[src/rtl/wbu_arb.sv]
// wbu_arb -- writeback arbiter between the ALU result path and the load unit.
//
// The single register-file write port is shared by three sources: buffered
// ALU results, load results from the LSU, and an ALU result bypassing an
// empty buffer. ALU results the port cannot take immediately are queued in
// a small FIFO and retire in acceptance order. A full buffer takes priority
// over loads so that the ALU can never be stalled indefinitely.
//
// Optional feature (macro WBU_FWD_EN): a combinational forwarding lookup
// that returns the youngest pending write to fwd_raddr_i. It searches the
// ALU input accepted this cycle, then the FIFO from tail to head, then the
// registered output stage. Without the macro, fwd_hit_o/fwd_data_o are tied
// to 0 and the ports are kept.
//
// Parameters:
//   FIFO_DEPTH       ALU-result buffer entries (power of two, 2..16)
// Ports:
//   clk              clock, rising edge
//   rst              asynchronous active-high reset
//   alu_reg_we_i     ALU result valid this cycle
//   alu_reg_waddr_i  ALU destination register (x0 accepted and discarded)
//   alu_reg_wdata_i  ALU result
//   alu_stall_o      buffer full, ALU input not accepted
//   lsu_valid_i      load result valid
//   lsu_reg_waddr_i  load destination register (x0 acked, not written)
//   lsu_reg_wdata_i  load data
//   lsu_ready_o      load result accepted this cycle
//   fwd_raddr_i      forwarding lookup register
//   fwd_hit_o        a pending write to fwd_raddr_i exists
//   fwd_data_o       data of the youngest pending write to fwd_raddr_i
//   reg_we_o         registered regfile write enable
//   reg_waddr_o      registered regfile write address
//   reg_wdata_o      registered regfile write data
module wbu_arb #(
   parameter int FIFO_DEPTH = 4
) (
   input  logic        clk,
   input  logic        rst,
   input  logic        alu_reg_we_i,
   input  logic [4:0]  alu_reg_waddr_i,
   input  logic [31:0] alu_reg_wdata_i,
   output logic        alu_stall_o,
   input  logic        lsu_valid_i,
   input  logic [4:0]  lsu_reg_waddr_i,
   input  logic [31:0] lsu_reg_wdata_i,
   output logic        lsu_ready_o,
   input  logic [4:0]  fwd_raddr_i,
   output logic        fwd_hit_o,
   output logic [31:0] fwd_data_o,
   output logic        reg_we_o,
   output logic [4:0]  reg_waddr_o,
   output logic [31:0] reg_wdata_o
);

   localparam int PTR_W = $clog2(FIFO_DEPTH);
   localparam logic [PTR_W:0] FULL_CNT = (PTR_W+1)'(FIFO_DEPTH);

   logic [4:0]       addr_mem [FIFO_DEPTH];
   logic [31:0]      data_mem [FIFO_DEPTH];
   logic [PTR_W-1:0] wr_ptr_reg, rd_ptr_reg;
   logic [PTR_W:0]   count_reg, count_next;

   logic        full;
   logic        alu_acc;     // handshake completed on the ALU side
   logic        alu_keep;    // accepted and carries a real destination
   logic        deq, enq, bypass;
   logic        win_we;
   logic [4:0]  win_addr;
   logic [31:0] win_data;

   assign full        = (count_reg == FULL_CNT);
   assign alu_stall_o = full;
   // Qualified with rst so the handshake reads as idle while held in reset.
   assign lsu_ready_o = lsu_valid_i & ~full & ~rst;
   assign alu_acc     = alu_reg_we_i & ~full;
   assign alu_keep    = alu_acc & (alu_reg_waddr_i != 5'd0);

   // Write-port arbitration. Entries in the FIFO never have address 0,
   // since x0 results are dropped before enqueue.
   always_comb begin
      win_we   = 1'b0;
      win_addr = 5'd0;
      win_data = 32'd0;
      deq      = 1'b0;
      bypass   = 1'b0;
      if (full) begin
         deq      = 1'b1;
         win_we   = 1'b1;
         win_addr = addr_mem[rd_ptr_reg];
         win_data = data_mem[rd_ptr_reg];
      end else if (lsu_valid_i) begin
         // A load to x0 still consumes the port slot but writes nothing.
         if (lsu_reg_waddr_i != 5'd0) begin
            win_we   = 1'b1;
            win_addr = lsu_reg_waddr_i;
            win_data = lsu_reg_wdata_i;
         end
      end else if (count_reg != '0) begin
         deq      = 1'b1;
         win_we   = 1'b1;
         win_addr = addr_mem[rd_ptr_reg];
         win_data = data_mem[rd_ptr_reg];
      end else if (alu_keep) begin
         bypass   = 1'b1;
         win_we   = 1'b1;
         win_addr = alu_reg_waddr_i;
         win_data = alu_reg_wdata_i;
      end
   end

   assign enq = alu_keep & ~bypass;

   // Enqueue while full cannot happen (ALU stalled), and a dequeue only
   // occurs with count > 0, so count stays within 0..FIFO_DEPTH.
   always_comb begin
      count_next = count_reg;
      case ({enq, deq})
         2'b10:   count_next = count_reg + 1'b1;
         2'b01:   count_next = count_reg - 1'b1;
         default: count_next = count_reg;
      endcase
   end

   always_ff @(posedge clk or posedge rst) begin
      if (rst) begin
         wr_ptr_reg  <= '0;
         rd_ptr_reg  <= '0;
         count_reg   <= '0;
         reg_we_o    <= 1'b0;
         reg_waddr_o <= 5'd0;
         reg_wdata_o <= 32'd0;
      end else begin
         if (enq) wr_ptr_reg <= wr_ptr_reg + 1'b1;
         if (deq) rd_ptr_reg <= rd_ptr_reg + 1'b1;
         count_reg   <= count_next;
         reg_we_o    <= win_we;
         reg_waddr_o <= win_addr;
         reg_wdata_o <= win_data;
      end
   end

   // Storage carries no reset: stale entries are unreachable once count is 0.
   always_ff @(posedge clk) begin
      if (enq) begin
         addr_mem[wr_ptr_reg] <= alu_reg_waddr_i;
         data_mem[wr_ptr_reg] <= alu_reg_wdata_i;
      end
   end

`ifdef WBU_FWD_EN
   logic [PTR_W-1:0] ent_idx   [FIFO_DEPTH];
   logic             ent_match [FIFO_DEPTH];

   // Slot gi holds the gi-th oldest pending entry when gi < count.
   generate
      for (genvar gi = 0; gi < FIFO_DEPTH; gi++) begin : g_ent
         assign ent_idx[gi]   = rd_ptr_reg + PTR_W'(gi);
         assign ent_match[gi] = (count_reg > (PTR_W+1)'(gi)) &&
                                (addr_mem[ent_idx[gi]] == fwd_raddr_i);
      end
   endgenerate

   // Oldest source first so that each younger match overrides.
   always_comb begin
      fwd_hit_o  = 1'b0;
      fwd_data_o = 32'd0;
      if (reg_we_o && (reg_waddr_o == fwd_raddr_i)) begin
         fwd_hit_o  = 1'b1;
         fwd_data_o = reg_wdata_o;
      end
      for (int i = 0; i < FIFO_DEPTH; i++) begin
         if (ent_match[i]) begin
            fwd_hit_o  = 1'b1;
            fwd_data_o = data_mem[ent_idx[i]];
         end
      end
      if (alu_keep && (alu_reg_waddr_i == fwd_raddr_i)) begin
         fwd_hit_o  = 1'b1;
         fwd_data_o = alu_reg_wdata_i;
      end
      if (rst || (fwd_raddr_i == 5'd0)) begin
         fwd_hit_o  = 1'b0;
         fwd_data_o = 32'd0;
      end
   end
`else
   logic unused_fwd;
   assign unused_fwd = ^fwd_raddr_i;
   assign fwd_hit_o  = 1'b0;
   assign fwd_data_o = 32'd0;
`endif

endmodule

[config.mk]
export PLATFORM = sky130hd
export DESIGN_NAME = wbu_arb
export DESIGN_NICKNAME = d
export VERILOG_FILES = /design/src/rtl/wbu_arb.sv
export SDC_FILE = /design/constraint.sdc
export NUM_CORES = 1
export LEC_CHECK = 0
export CORE_UTILIZATION = 46
export CTS_CLUSTER_SIZE = 25
export DETAILED_ROUTE_END_ITERATION = 8
export GPL_ROUTABILITY_DRIVEN = 0
export PLACE_DENSITY = 0.85
export REMOVE_ABC_BUFFERS = 1
export SLEW_MARGIN = 5
export SYNTH_ARGS = -nofsm -noshare
export SYNTH_HDL_FRONTEND = slang
export SYNTH_SLANG_ARGS = --single-unit
[constraint.sdc]
create_clock -name clk -period 2.18 [get_ports clk]
set_input_delay 0.436 -clock clk [delete_from_list [all_inputs] [get_ports clk]]
set_output_delay 0.436 -clock clk [all_outputs]
set_load 0.02 [all_outputs]
==> results.md <==
* TritonCTS clock tree: done
* Number of global-route vias before repair at 4,441
* CP arrival at between 2000 and 2500 ps
* Outcome: completed
* Storage cell area at roughly 0.0056 mm²
* VDD IR max at 0.986 mV
* Lkg Pwr at 3.56 nW
* RSZ-0062 raised after global routing: false
* Seq pwr share at about two fifths
* Internal Power at just over 9 mW
* Layout Nets at ~650
* Setup_tns at 0 ps
* Pre-Repair DR Iteration Count at 6
* Seq/Total Area, Yosys at a little under three quarters
* Clock slew at reported path FFs at approximately 70 ps
* Hold Path Class: in -> async
* Final core occ at between 50% and 60%
* Most flops, register: data_mem
* Total GRT Usage at between 10% and 20%
* Fillers at around 1,200
* Yosys warning total at 0
* Syn_area_per_cell at around 19 µm²
* Top FF cell, synth: edfxtp_1
* Routed vias/inst at ~5.3
* Slew HR at approximately 36%
* Htree depth at 4
* Detail Route Antenna Nets at 0
* P_sw at roughly 3.8 mW
* CTS buffer count at 17
* Max FO, Critical Path at 2
* Synth area leader: edfxtp_1
* First-pass GRT wire length at between 20,000 and 25,000 µm
* Total grt overflow at 0
* Seq cells post-synth at between 150 and 200
* Reg-to-Reg End: reg_wdata_o[24]$_DFF_PP0_
* Post-synth EDFFs at roughly 150
* Largest net degree at the start of global routing at 39
* IO Port Bufs at ~120
* CP Class: in -> reg
* Clk buf depth at 2
* Reg2Reg Setup Slack at about 90 ps
* Core Area at 0.0165 mm²
* Area grow syn2layout at 27.3%
* Commonest cells post-synth: edfxtp_1, dfrtp_1, mux4_2, buf_4, and2_1
* N_diodes at 0
* Top-count cell post-synth: edfxtp_1
* Fin crit period at roughly 2100 ps
* Ports at around 160
* Top post-synthesis cells by area: edfxtp_1, dfrtp_1, mux4_2
* Fraction of layout cells with a size suffix above 1 at between 20 and 25%
* Largest regs: data_mem: 128 flops, reg_wdata_o: 32 flops, addr_mem: 20 flops
* Period utilisation layout at a little under 100%
* Initial drt markers at roughly 230
* Async SR Flop Fraction at about a quarter
* Mapped Cells at a little over 400
* Drt wl/cell at approximately 20 µm
* Area occupied by multi-input gates at between 0.0015 and 0.002 mm²
* Fin. Hold Viols at 0
* Netlist Area Pre-Place at around 0.0078 mm²
* Post-synth top area share at 57.2%
* Crit. End Element: register
* Sw frac at ~30%
* Die ar. at ~0.017 mm²
* Reg-to-reg critical path startpoint: count_reg[2]$_DFFE_PP0P_
* Final Power at roughly 13 mW
* Detailed-route via count at between 4,000 and 5,000
* Reg2Reg Depth at 5
* Least-Margin Pin Slew at 955 ps
* Max Cap Viol at 0
* Clock Latency Late Sink at 430 ps
* P per Cell Area at 1300 mW/mm²
* Antenna violations before repair at 0
* Highest Clock Rate at 0.477 GHz
* Dpl hpwl at 10,300 µm
* Die X at around 130 µm
* Slew Limit Fails at 0
* DRC violations left at 0
* Clk sink count at a little under 200
* Root buffer cell: clkbuf_16
* Initial Util at 47.0%
* Die Y at about 130 µm
* Final setup vio count at 0
* Clk_skew at about 11 ps
* Clock share of power at a little under a quarter
* Max reg flops at roughly 130
* Hold_buf cts at 0
* Final hold slack at roughly 380 ps
* WL final at about 16,000 µm
* Row cnt at 47
* Unique masters post-synth at 35
* Critical path startpoint category: input pin
* Comb power frac at 35.8%
* Required time worst endpoint at between 2000 and 3000 ps
==> layer usage <==
layer / track usage, % / vias to the layer above / routed length [µm]
met4: 5.88 / 0 / 154
met3: 4.77 / 13 / 907
met2: 34.3 / 186 / 8460
met1: 23.6 / 2164 / 6260
met5: 0 / - / 0
li1: - / 1845 / -
==> worst max-delay path, stage by stage <==
cell	delay [ps]
clkdlybuf4s50_1	460
nor3_2	270
nand2_1	120
and3_1	190
inv_1	60
ha_1	180
fa_1	440
mux2_2	270
==> worst max-delay path by stage <==
stage	startpoint	endpoint	slack, ps	cells past startpoint
CTS	count_reg[2]$_DFFE_PP0P_	lsu_ready_o	30	4
finish	alu_reg_waddr_i[0]	count_reg[1]$_DFFE_PP0P_	80	8
global route	count_reg[2]$_DFFE_PP0P_	reg_wdata_o[5]$_DFF_PP0_	3	5
global placement	lsu_valid_i	count_reg[2]$_DFFE_PP0P_	-300	10
detailed placement	alu_reg_waddr_i[0]	count_reg[1]$_DFFE_PP0P_	-360	8
floorplan	rd_ptr_reg[0]$_DFFE_PP0P_	reg_wdata_o[0]$_DFF_PP0_	-580	3
==> final cells by class <==
class                   count  share of cell area (%)
clock buffers              20                    4.41
clock inverters            12                    1.19
inverters                  10                   0.380
multi-input cells         185                    19.1
flip-flops and latches    193                    56.4
well taps                 220                    2.78
repair buffers            151                    15.7
==> cell usage in the layout, fill, tap and decap left out, types with 2 or more instances in the layout <==
cell type / count
o21ai_0: 3
and2_0: 4
a222oi_1: 4
dfrtp_1: 41
inv_2: 2
clkdlybuf4s50_1: 115
and2_1: 29
clkinv_2: 5
and2_2: 4
bufinv_16: 2
conb_1: 33
clkinv_1: 2
edfxtp_1: 148
mux2_2: 2
buf_4: 23
mux4_2: 37
nand2_1: 6
a221o_1: 32
dfrtp_2: 4
clkbuf_16: 17
ha_1: 5
xnor2_1: 5
nor2_1: 7
clkbuf_1: 3
inv_1: 8
buf_12: 11
==> kinds of logic (layout without fill, tap and decap cells) <==
| logic type | Yosys count | after routing | synth area share [%] |
|---|---|---|---|
| AO/OA/AOI/OAI | 42 | 42 | 5.15 |
| other | 1 | 33 | 0.0483 |
| buffers and inverters | 63 | 193 | 5.72 |
| AND/OR/NAND/NOR | 59 | 59 | 4.64 |
| flip-flops | 193 | 193 | 71.7 |
| multiplexers | 39 | 39 | 11.0 |
| XOR/XNOR | 6 | 6 | 0.676 |
| adder cells (fa/ha/maj) | 6 | 6 | 1.06 |
==> repair_timing <==
action | CTS | global route
pin swaps | 0 | 1
resized for setup | 3 | 4
gates cloned | 0 | 0
setup endpoints to repair | 2 | 3
setup buffers | 0 | 1
==> power by group through the flow <==
stage               Combinational (mW)  Clock (mW)  Sequential [mW]
detailed placement                4.65           0             5.41
floorplan                         2.06           0             5.99
global route                      4.93        3.12             5.42
CTS                               4.68        2.99             5.35
global placement                  4.51           0             5.35
finish                            4.61        2.94             5.34
==> per-stage QoR <==
step | cells | worst slack [ps] | area, µm²
2_1_floorplan | 388 | -585 | 7480
3_3_place_gp | 758 | -304 | 9330
3_5_place_dp | 758 | -358 | 9330
4_1_cts | 790 | 28.9 | 9880
5_1_grt | 791 | 2.56 | 9890
6_report | 791 | 82.8 | 9890
No activity file was read; power rests on OpenSTA's default activity.
